### src/rtl/alu_op_sequencer.sv
// ---------------------------------------------------------------------------
// alu_op_sequencer
//
// Initiator-side controller that sits between the control unit and the
// datapath ALU.  It accepts one command at a time over a valid/ready port.
// It drives the ALU buses for a first pass, which applies the operation and
// the first shift step.  It then iterates any remaining shift steps through
// the ALU's 1-step shifter using the pass-A operation.  It evaluates a branch
// condition against the registered ALU flags and returns the result over a
// valid/ready response port.
//
// Optional build macro: ALU_SEQ_BYPASS_EN
//   When defined, a command with setf=0 and an unconditional condition
//   (000 always / 111 never) skips the EVAL cycle.  Its condition result is
//   a constant.
//
// Ports:
//   clk, rst            clock, synchronous active-low reset
//   cmd_valid/ready     command handshake
//   cmd_op, cmd_a/b     first-pass ALU operation and operands
//   cmd_shdir, shcnt    shift kind (ALU shamt encoding) and step count 0..7
//   cmd_setf            let the first pass update the ALU flag register
//   cmd_cond            branch condition selector
//   rsp_valid/ready     response handshake
//   rsp_data, rsp_cond  final result and evaluated condition
//   alu_busA/B, selop, shamt, enaf   drive the ALU
//   alu_busC, alu_C/N/P/Z            ALU result and registered flags
// ---------------------------------------------------------------------------
module alu_op_sequencer #(
    parameter int         MAX_WIDTH = 8,
    parameter logic [2:0] PASSA_OP  = 3'b000
) (
    input  logic                 clk,
    input  logic                 rst,
    input  logic                 cmd_valid,
    output logic                 cmd_ready,
    input  logic [2:0]           cmd_op,
    input  logic [MAX_WIDTH-1:0] cmd_a,
    input  logic [MAX_WIDTH-1:0] cmd_b,
    input  logic [1:0]           cmd_shdir,
    input  logic [2:0]           cmd_shcnt,
    input  logic                 cmd_setf,
    input  logic [2:0]           cmd_cond,
    output logic                 rsp_valid,
    input  logic                 rsp_ready,
    output logic [MAX_WIDTH-1:0] rsp_data,
    output logic                 rsp_cond,
    output logic [MAX_WIDTH-1:0] alu_busA,
    output logic [MAX_WIDTH-1:0] alu_busB,
    output logic [2:0]           alu_selop,
    output logic [1:0]           alu_shamt,
    output logic                 alu_enaf,
    input  logic [MAX_WIDTH-1:0] alu_busC,
    input  logic                 alu_C,
    input  logic                 alu_N,
    input  logic                 alu_P,
    input  logic                 alu_Z
);

    typedef enum logic [2:0] {
        IDLE  = 3'd0,
        ISSUE = 3'd1,
        SHIFT = 3'd2,
        EVAL  = 3'd3,
        RESP  = 3'd4
    } state_t;

    state_t                 state_q, state_d;
    logic [MAX_WIDTH-1:0]   a_q, a_d;
    logic [MAX_WIDTH-1:0]   b_q, b_d;
    logic [2:0]             op_q, op_d;
    logic [1:0]             shdir_q, shdir_d;
    logic [2:0]             shcnt_q, shcnt_d;
    logic                   setf_q, setf_d;
    logic [2:0]             cc_q, cc_d;
    logic [2:0]             rem_q, rem_d;
    logic [MAX_WIDTH-1:0]   res_q, res_d;
    logic                   cond_r_q, cond_r_d;

    logic [MAX_WIDTH-1:0]   alu_busa_q, alu_busa_d;
    logic [MAX_WIDTH-1:0]   alu_busb_q, alu_busb_d;
    logic [2:0]             alu_selop_q, alu_selop_d;
    logic [1:0]             alu_shamt_q, alu_shamt_d;
    logic                   alu_enaf_q, alu_enaf_d;
    logic                   rsp_valid_q, rsp_valid_d;
    logic [MAX_WIDTH-1:0]   rsp_data_q, rsp_data_d;
    logic                   rsp_cond_q, rsp_cond_d;

    logic                   skip_eval;

    function automatic logic eval_cond(input logic [2:0] sel, input logic fc,
                                       input logic fn, input logic fp,
                                       input logic fz);
        logic r;
        case (sel)
            3'b000:  r = 1'b1;
            3'b001:  r = fz;
            3'b010:  r = ~fz;
            3'b011:  r = fc;
            3'b100:  r = ~fc;
            3'b101:  r = fn;
            3'b110:  r = fp;
            default: r = 1'b0;
        endcase
        return r;
    endfunction

    // A command whose condition cannot depend on flags it did not write
    // itself (always/never with setf=0) can go straight to the response.
`ifdef ALU_SEQ_BYPASS_EN
    assign skip_eval = ~setf_q & ((cc_q == 3'b000) | (cc_q == 3'b111));
`else
    assign skip_eval = 1'b0;
`endif

    // Accept is gated by reset so nothing is offered while rst is low.
    assign cmd_ready = rst & (state_q == IDLE);

    always_comb begin
        state_d  = state_q;
        a_d      = a_q;
        b_d      = b_q;
        op_d     = op_q;
        shdir_d  = shdir_q;
        shcnt_d  = shcnt_q;
        setf_d   = setf_q;
        cc_d     = cc_q;
        rem_d    = rem_q;
        res_d    = res_q;
        cond_r_d = cond_r_q;

        case (state_q)
            IDLE: begin
                if (cmd_valid) begin
                    a_d     = cmd_a;
                    b_d     = cmd_b;
                    op_d    = cmd_op;
                    shdir_d = cmd_shdir;
                    shcnt_d = cmd_shcnt;
                    setf_d  = cmd_setf;
                    cc_d    = cmd_cond;
                    // The first pass already performs one shift step.
                    rem_d   = (cmd_shcnt == 3'd0) ? 3'd0 : cmd_shcnt - 3'd1;
                    state_d = ISSUE;
                end
            end
            ISSUE, SHIFT: begin
                res_d = alu_busC;
                if (state_q == SHIFT) begin
                    rem_d = rem_q - 3'd1;
                end
                if ((state_q == ISSUE && rem_q != 3'd0) ||
                    (state_q == SHIFT && rem_q != 3'd1)) begin
                    state_d = SHIFT;
                end else if (skip_eval) begin
                    cond_r_d = (cc_q == 3'b000);
                    state_d  = RESP;
                end else begin
                    state_d = EVAL;
                end
            end
            EVAL: begin
                // Flags written at the ISSUE edge are visible by now.
                cond_r_d = eval_cond(cc_q, alu_C, alu_N, alu_P, alu_Z);
                state_d  = RESP;
            end
            RESP: begin
                if (rsp_ready) begin
                    state_d = IDLE;
                end
            end
            default: state_d = IDLE;
        endcase

        // Outputs are registered: decode them from the state being entered.
        alu_busa_d  = '0;
        alu_busb_d  = '0;
        alu_selop_d = '0;
        alu_shamt_d = '0;
        alu_enaf_d  = 1'b0;
        rsp_valid_d = 1'b0;
        rsp_data_d  = '0;
        rsp_cond_d  = 1'b0;
        case (state_d)
            ISSUE: begin
                alu_busa_d  = a_d;
                alu_busb_d  = b_d;
                alu_selop_d = op_d;
                alu_shamt_d = (shcnt_d == 3'd0) ? 2'b00 : shdir_d;
                alu_enaf_d  = setf_d;
            end
            SHIFT: begin
                alu_busa_d  = res_d;
                alu_selop_d = PASSA_OP;
                alu_shamt_d = shdir_d;
            end
            RESP: begin
                rsp_valid_d = 1'b1;
                rsp_data_d  = res_d;
                rsp_cond_d  = cond_r_d;
            end
            default: ;
        endcase
    end

    // Single state register; reset clears everything, aborting any command.
    always_ff @(posedge clk) begin
        if (!rst) begin
            state_q     <= IDLE;
            a_q         <= '0;
            b_q         <= '0;
            op_q        <= '0;
            shdir_q     <= '0;
            shcnt_q     <= '0;
            setf_q      <= 1'b0;
            cc_q        <= '0;
            rem_q       <= '0;
            res_q       <= '0;
            cond_r_q    <= 1'b0;
            alu_busa_q  <= '0;
            alu_busb_q  <= '0;
            alu_selop_q <= '0;
            alu_shamt_q <= '0;
            alu_enaf_q  <= 1'b0;
            rsp_valid_q <= 1'b0;
            rsp_data_q  <= '0;
            rsp_cond_q  <= 1'b0;
        end else begin
            state_q     <= state_d;
            a_q         <= a_d;
            b_q         <= b_d;
            op_q        <= op_d;
            shdir_q     <= shdir_d;
            shcnt_q     <= shcnt_d;
            setf_q      <= setf_d;
            cc_q        <= cc_d;
            rem_q       <= rem_d;
            res_q       <= res_d;
            cond_r_q    <= cond_r_d;
            alu_busa_q  <= alu_busa_d;
            alu_busb_q  <= alu_busb_d;
            alu_selop_q <= alu_selop_d;
            alu_shamt_q <= alu_shamt_d;
            alu_enaf_q  <= alu_enaf_d;
            rsp_valid_q <= rsp_valid_d;
            rsp_data_q  <= rsp_data_d;
            rsp_cond_q  <= rsp_cond_d;
        end
    end

    assign alu_busA  = alu_busa_q;
    assign alu_busB  = alu_busb_q;
    assign alu_selop = alu_selop_q;
    assign alu_shamt = alu_shamt_q;
    assign alu_enaf  = alu_enaf_q;
    assign rsp_valid = rsp_valid_q;
    assign rsp_data  = rsp_data_q;
    assign rsp_cond  = rsp_cond_q;

endmodule

### config.mk
export PLATFORM = sky130hd
export DESIGN_NAME = alu_op_sequencer
export DESIGN_NICKNAME = d
export VERILOG_FILES = /design/src/rtl/alu_op_sequencer.sv
export SDC_FILE = /design/constraint.sdc
export NUM_CORES = 1
export LEC_CHECK = 0
export BUFFER_PORTS_ARGS = -buffer_cell sky130_fd_sc_hd__buf_2
export CAP_MARGIN = 20
export CORE_ASPECT_RATIO = 1.25
export CORE_MARGIN = 3
export CORE_UTILIZATION = 37
export CTS_CLUSTER_DIAMETER = 200
export DETAILED_ROUTE_END_ITERATION = 12
export PLACE_DENSITY_LB_ADDON = 0.08
export SLEW_MARGIN = 20
export SYNTH_ARGS = -nofsm -noshare
export SYNTH_HDL_FRONTEND = slang
export SYNTH_SLANG_ARGS = --single-unit
### constraint.sdc
create_clock -name clk -period 2.4 [get_ports clk]
set_input_delay 0.48 -clock clk [delete_from_list [all_inputs] [get_ports clk]]
set_output_delay 0.48 -clock clk [all_outputs]
set_load 0.1 [all_outputs]
# Yosys cells after proc, flatten, opt, wreduce, memory -nomap -nowiden
# Cells that the tools add are included.
[op_classes]
add_sub_neg = 2
n_eq_ne = 16
n_mux = 27
bitwise_logic = 3
reduce_logical = 14
[ops]
columns = ["cell", "count"]
rows = [
  ["$mux 8", 5],
  ["$mux 3", 9],
  ["$pmux 8 s2", 1],
  ["$eq 3x2->1 const B", 5],
  ["$eq 3x3->1 const B", 5],
  ["$logic_not 3->1", 4],
  ["$pmux 3 s4", 1],
  ["$eq 3x1->1 const B", 3],
  ["$pmux 1 s7", 1],
  ["$mux 2", 3],
  ["$pmux 3 s2", 1],
  ["$reduce_and 2->1", 3],
  ["$sub 3x1->3 const B", 2],
  ["$mux 1", 5],
  ["$ne 2x2->1 const B", 2],
  ["$pmux 2 s2", 1],
  ["$ne 3x1->1 const B", 1],
  ["$reduce_and 3->1", 1],
  ["$reduce_bool 3->1", 1],
  ["$logic_and 1x1->1", 2],
  ["$not 1->1", 2],
  ["$reduce_bool 2->1", 1],
  ["$reduce_or 2->1", 1],
  ["$and 1x1->1", 1],
  ["$logic_or 1x1->1", 1],
]
[totals]
register_bits = 75
input_bits = 44
output_inout_bits = 33
word_cells = 81

# Longest topological paths before layout
[logic_depth]
word_depth = 7
mapped_depth = 7
mapped_depth_nobuf = 6

# Worst setup path before layout
# No wires, ideal clock.
[synth_path]
kind = "in2out"
start = "in rst"
end = "out cmd_ready"
arrival_ps = 1719
t_required_ps = 1920
slack_ps = 201
stages = 3
path_buffers = 2
path_cell_list = "clkbuf_1 clkbuf_1 and2_1"
[synth_between]
elab_chain_len = 1
[synth_rtl]
columns = ["element", "line_no", "source"]
rows = [
  ["start: declaration", "34", "input logic rst,"],
  ["$and 1x1->1", "117", "assign cmd_ready = rst & (state_q == IDLE);"],
  ["end: declaration", "36", "output logic cmd_ready,"],
]
# No other way between the ends.

# Worst setup path after layout
[layout_path]
start = "reg state_q[2]"
end = "out cmd_ready"
[layout_between]
elab_chain_len = 2
[layout_rtl]
columns = ["element", "line_no", "source"]
rows = [
  ["start: declaration", "68", "state_t state_q, state_d;"],
  ["start signal: assignment", "229", "state_q <= state_d;"],
  ["$logic_not 3->1", "117", ""],
  ["$and 1x1->1", "117", ""],
]
# No other way between the ends.

==> flow_summary.toml <==
[status]
status = "finished, final reports clean"

[drt]
routed_wl_mm = 4.10
wl_per_cell_um = 12.6
via_per_inst = 4.67
vias = 1521
drc_errors = 0
final_antenna_net_count = 0
dr.pass1.iters = 4
drt-initial-drc-count = 56

[yosys]
syn-num-nets = 245
ys_seq_area_frac = 0.524
syn_avg_cell_area_sq_um = 10.1
netlist_instances = 196
synthArstFlopShare = 0
synth_edf_count = 0
ys.flop_type = "dfxtp_1"
ys_seq_elements = 52
synth_area_sq_mm = 0.00199
yosys_warnings = 0
synth.distinct_cells = 39

[power]
swShare = 0.400
seqPwrFrac = 0.394
leakage_nw = 1.18
ir_drop_v = 0.000428
switchingPower_mw = 1.07
pwr-share-comb = 0.376
internal_power_mw = 1.61
clock_power_share = 0.231
totalPowerFinal_mw = 2.69
power_density_mw_per_mm2 = 1090

[floorplan]
dieArea_sq_mm = 0.00629
rows = 29
core_sq_mm = 0.00515
pin_count = 77
initial_utilization = 0.386
die_height_um = 88.0
die_x_um = 71.6

[clocking]
cts.clk_slew.worst_paths_ns = 0.09
clockBufferDepth = 2
postCtsResizedCells = 0
cts_tree = "yes"
root_buffer = "clkbuf_8"
cts_buffers = 5
cts_sinks = 52
clk_latency_ns = 0.29
htreeDepth = 2
post-cts-setup-buffers = 0
hold_buffers = 0

[critical_path]
crit_fanout = 10
cpPeakStageDelay_ns = 0.43
worst_setup_path_end_kind = "output port"
startpoint_type = "flip-flop"
slowest_stage = "dfxtp_1"
rrSetupSlack_ns = 0.56
crit_arrival_ns = 1.58
required_ns = 1.92
crit_chain = "nor3_2 > and2_1 > buf_2"
critPathKind = "flip-flop to output port"

[finish]
fillers = 515
utilization = 0.480
n_antenna_cell = 0
drive_gt1_frac = 0.360
final_nets = 312
area_growth_pct = 24.4

[sta]
hold_viol = 0
drv_slew = 0
tns_ns = 0
period_share = 0.860
finClkSkew_ns = 0.00226
post-route-min-period_ns = 2.06
worstMarginPinSlew_ns = 0.684
slew_headroom = 0.543
setup_viol_count_final = 0
max_freq_mhz = 485
whs_ns = 0.376
grt_setup_unrepaired = "no"
worst_slack_ns = 0.337

[placement]
preCtsSetupSlack_ns = 0.559
hpwl_mm = 3.00
gp_congestion = 0.793
portBuffers = 76

[hold_path]
hp-class = "input pin to flip-flop"

[flow_run]
drv_cap = 0

[global_routing]
met1_usage = 0.148
grt_util_all_layers = 0.133
overflow = 0
grt_pass1_vias = 1457
grt_start_max_net_pins = 21
antenna_found_initial = 0
grt_pass1_wl_mm = 6.57
grt.met3_usage = 0.0448
gr-max-usage-layer = "met2"
grt_use_met2 = 0.234
[placed cells by master, fill, tap and decap left out, drive strengths merged, types with 2 or more instances in the layout]
cell type and count:
a22o 8, and2 16, nor2 12, a21oi 5, clkbuf 6, o211ai 2, nand2 12, buf 79
nor3 4, and3 2, nand4b 2, nand3b 2, inv 7, nor4b 2, nor2b 10, a21boi 3
o21a 2, o21ai 2, mux2i 8, dfxtp 52, a211oi 2, ha 5, or2 3, nand3 7
[through the flow]
step / std cells / instance area, sq um
2_1_floorplan: 196 / 1990
3_3_place_gp: 318 / 2350
3_5_place_dp: 318 / 2350
4_1_cts: 326 / 2470
5_1_grt: 326 / 2470
6_report: 326 / 2470
[flip-flops by register name, indices dropped and copies added (netlist names)]
register,cells
shdir_q,2
alu_enaf,1
state_q,3
rem_q,3
alu_busB,8
rsp_data,8
alu_selop,3
alu_busA,8
rsp_cond,1
rsp_valid,1
alu_shamt,2
cond_r_q,1
cc_q,3
res_q,8
[synthesized netlist by cell type, types with 3 or more instances]
master	count	area (sq um)
nand3_1	7	35.0
clkbuf_1	6	22.5
inv_1	7	26.3
dfxtp_1	52	1040
ha_1	5	62.6
a21boi_0	3	22.5
or2_2	3	18.8
nor3_1	3	15.0
buf_6	3	33.8
nor2b_1	10	62.6
a21oi_1	5	25.0
nor2_1	11	41.3
mux2i_1	8	80.1
buf_4	4	30.0
nand2_1	12	45.0
and2_1	15	93.8
a22o_1	8	70.1
buf_2	6	30.0
[final timing paths]
check | startpoint | end | depth (start not counted)
worst max register to register | rem_q[0] | alu_busA[3] | 6
worst max-delay path | state_q[2] | cmd_ready | 3
worst min register to register | shdir_q[1] | shdir_q[1] | 2
worst min-delay path | cmd_b[1] | alu_busB[1] | 2
[area by class of cell]
cell class	count	area, sq um	share of cell area
clock buffer	6	82.6	0.0334
clock inverter	2	38.8	0.0157
inverter	7	26.3	0.0106
multi-input combinational	118	805	0.325
sequential	52	1040	0.421
tap	62	77.6	0.0314
timing repair buffer	79	403	0.163
[layer usage]
layer  wire length, um  vias up
met5                 0        -
met4                46        0
met3               336        4
met2              1930       57
met1              1780      680
li1                  -      780
[power groups by stage]
| stage | clock [mW] | combinational [mW] | sequential (mW) |
|---|---|---|---|
| 2_1_floorplan | 0 | 0.511 | 1.45 |
| 3_5_place_dp | 0 | 1.02 | 1.08 |
| 3_3_place_gp | 0 | 1.01 | 1.08 |
| 4_1_cts | 0.648 | 1.02 | 1.06 |
| 6_report | 0.620 | 1.01 | 1.06 |
| 5_1_grt | 0.681 | 1.08 | 1.08 |
[critical path: cells and delay by family, from the launching register on]
family        cells  cell delay [ns]
simple gates      2             0.44
flops             1             0.43
buf+inv           1             0.42
[cell families after synthesis]
group | synth area share
AO/OA/AOI/OAI | 0.103
AND/OR/NAND/NOR | 0.214
buffers and inverters | 0.0717
multiplexers | 0.0478
XOR/XNOR | 0.00818
flip-flops | 0.524
adder cells (fa/ha/maj) | 0.0315
(Power assumes the default switching activity.)
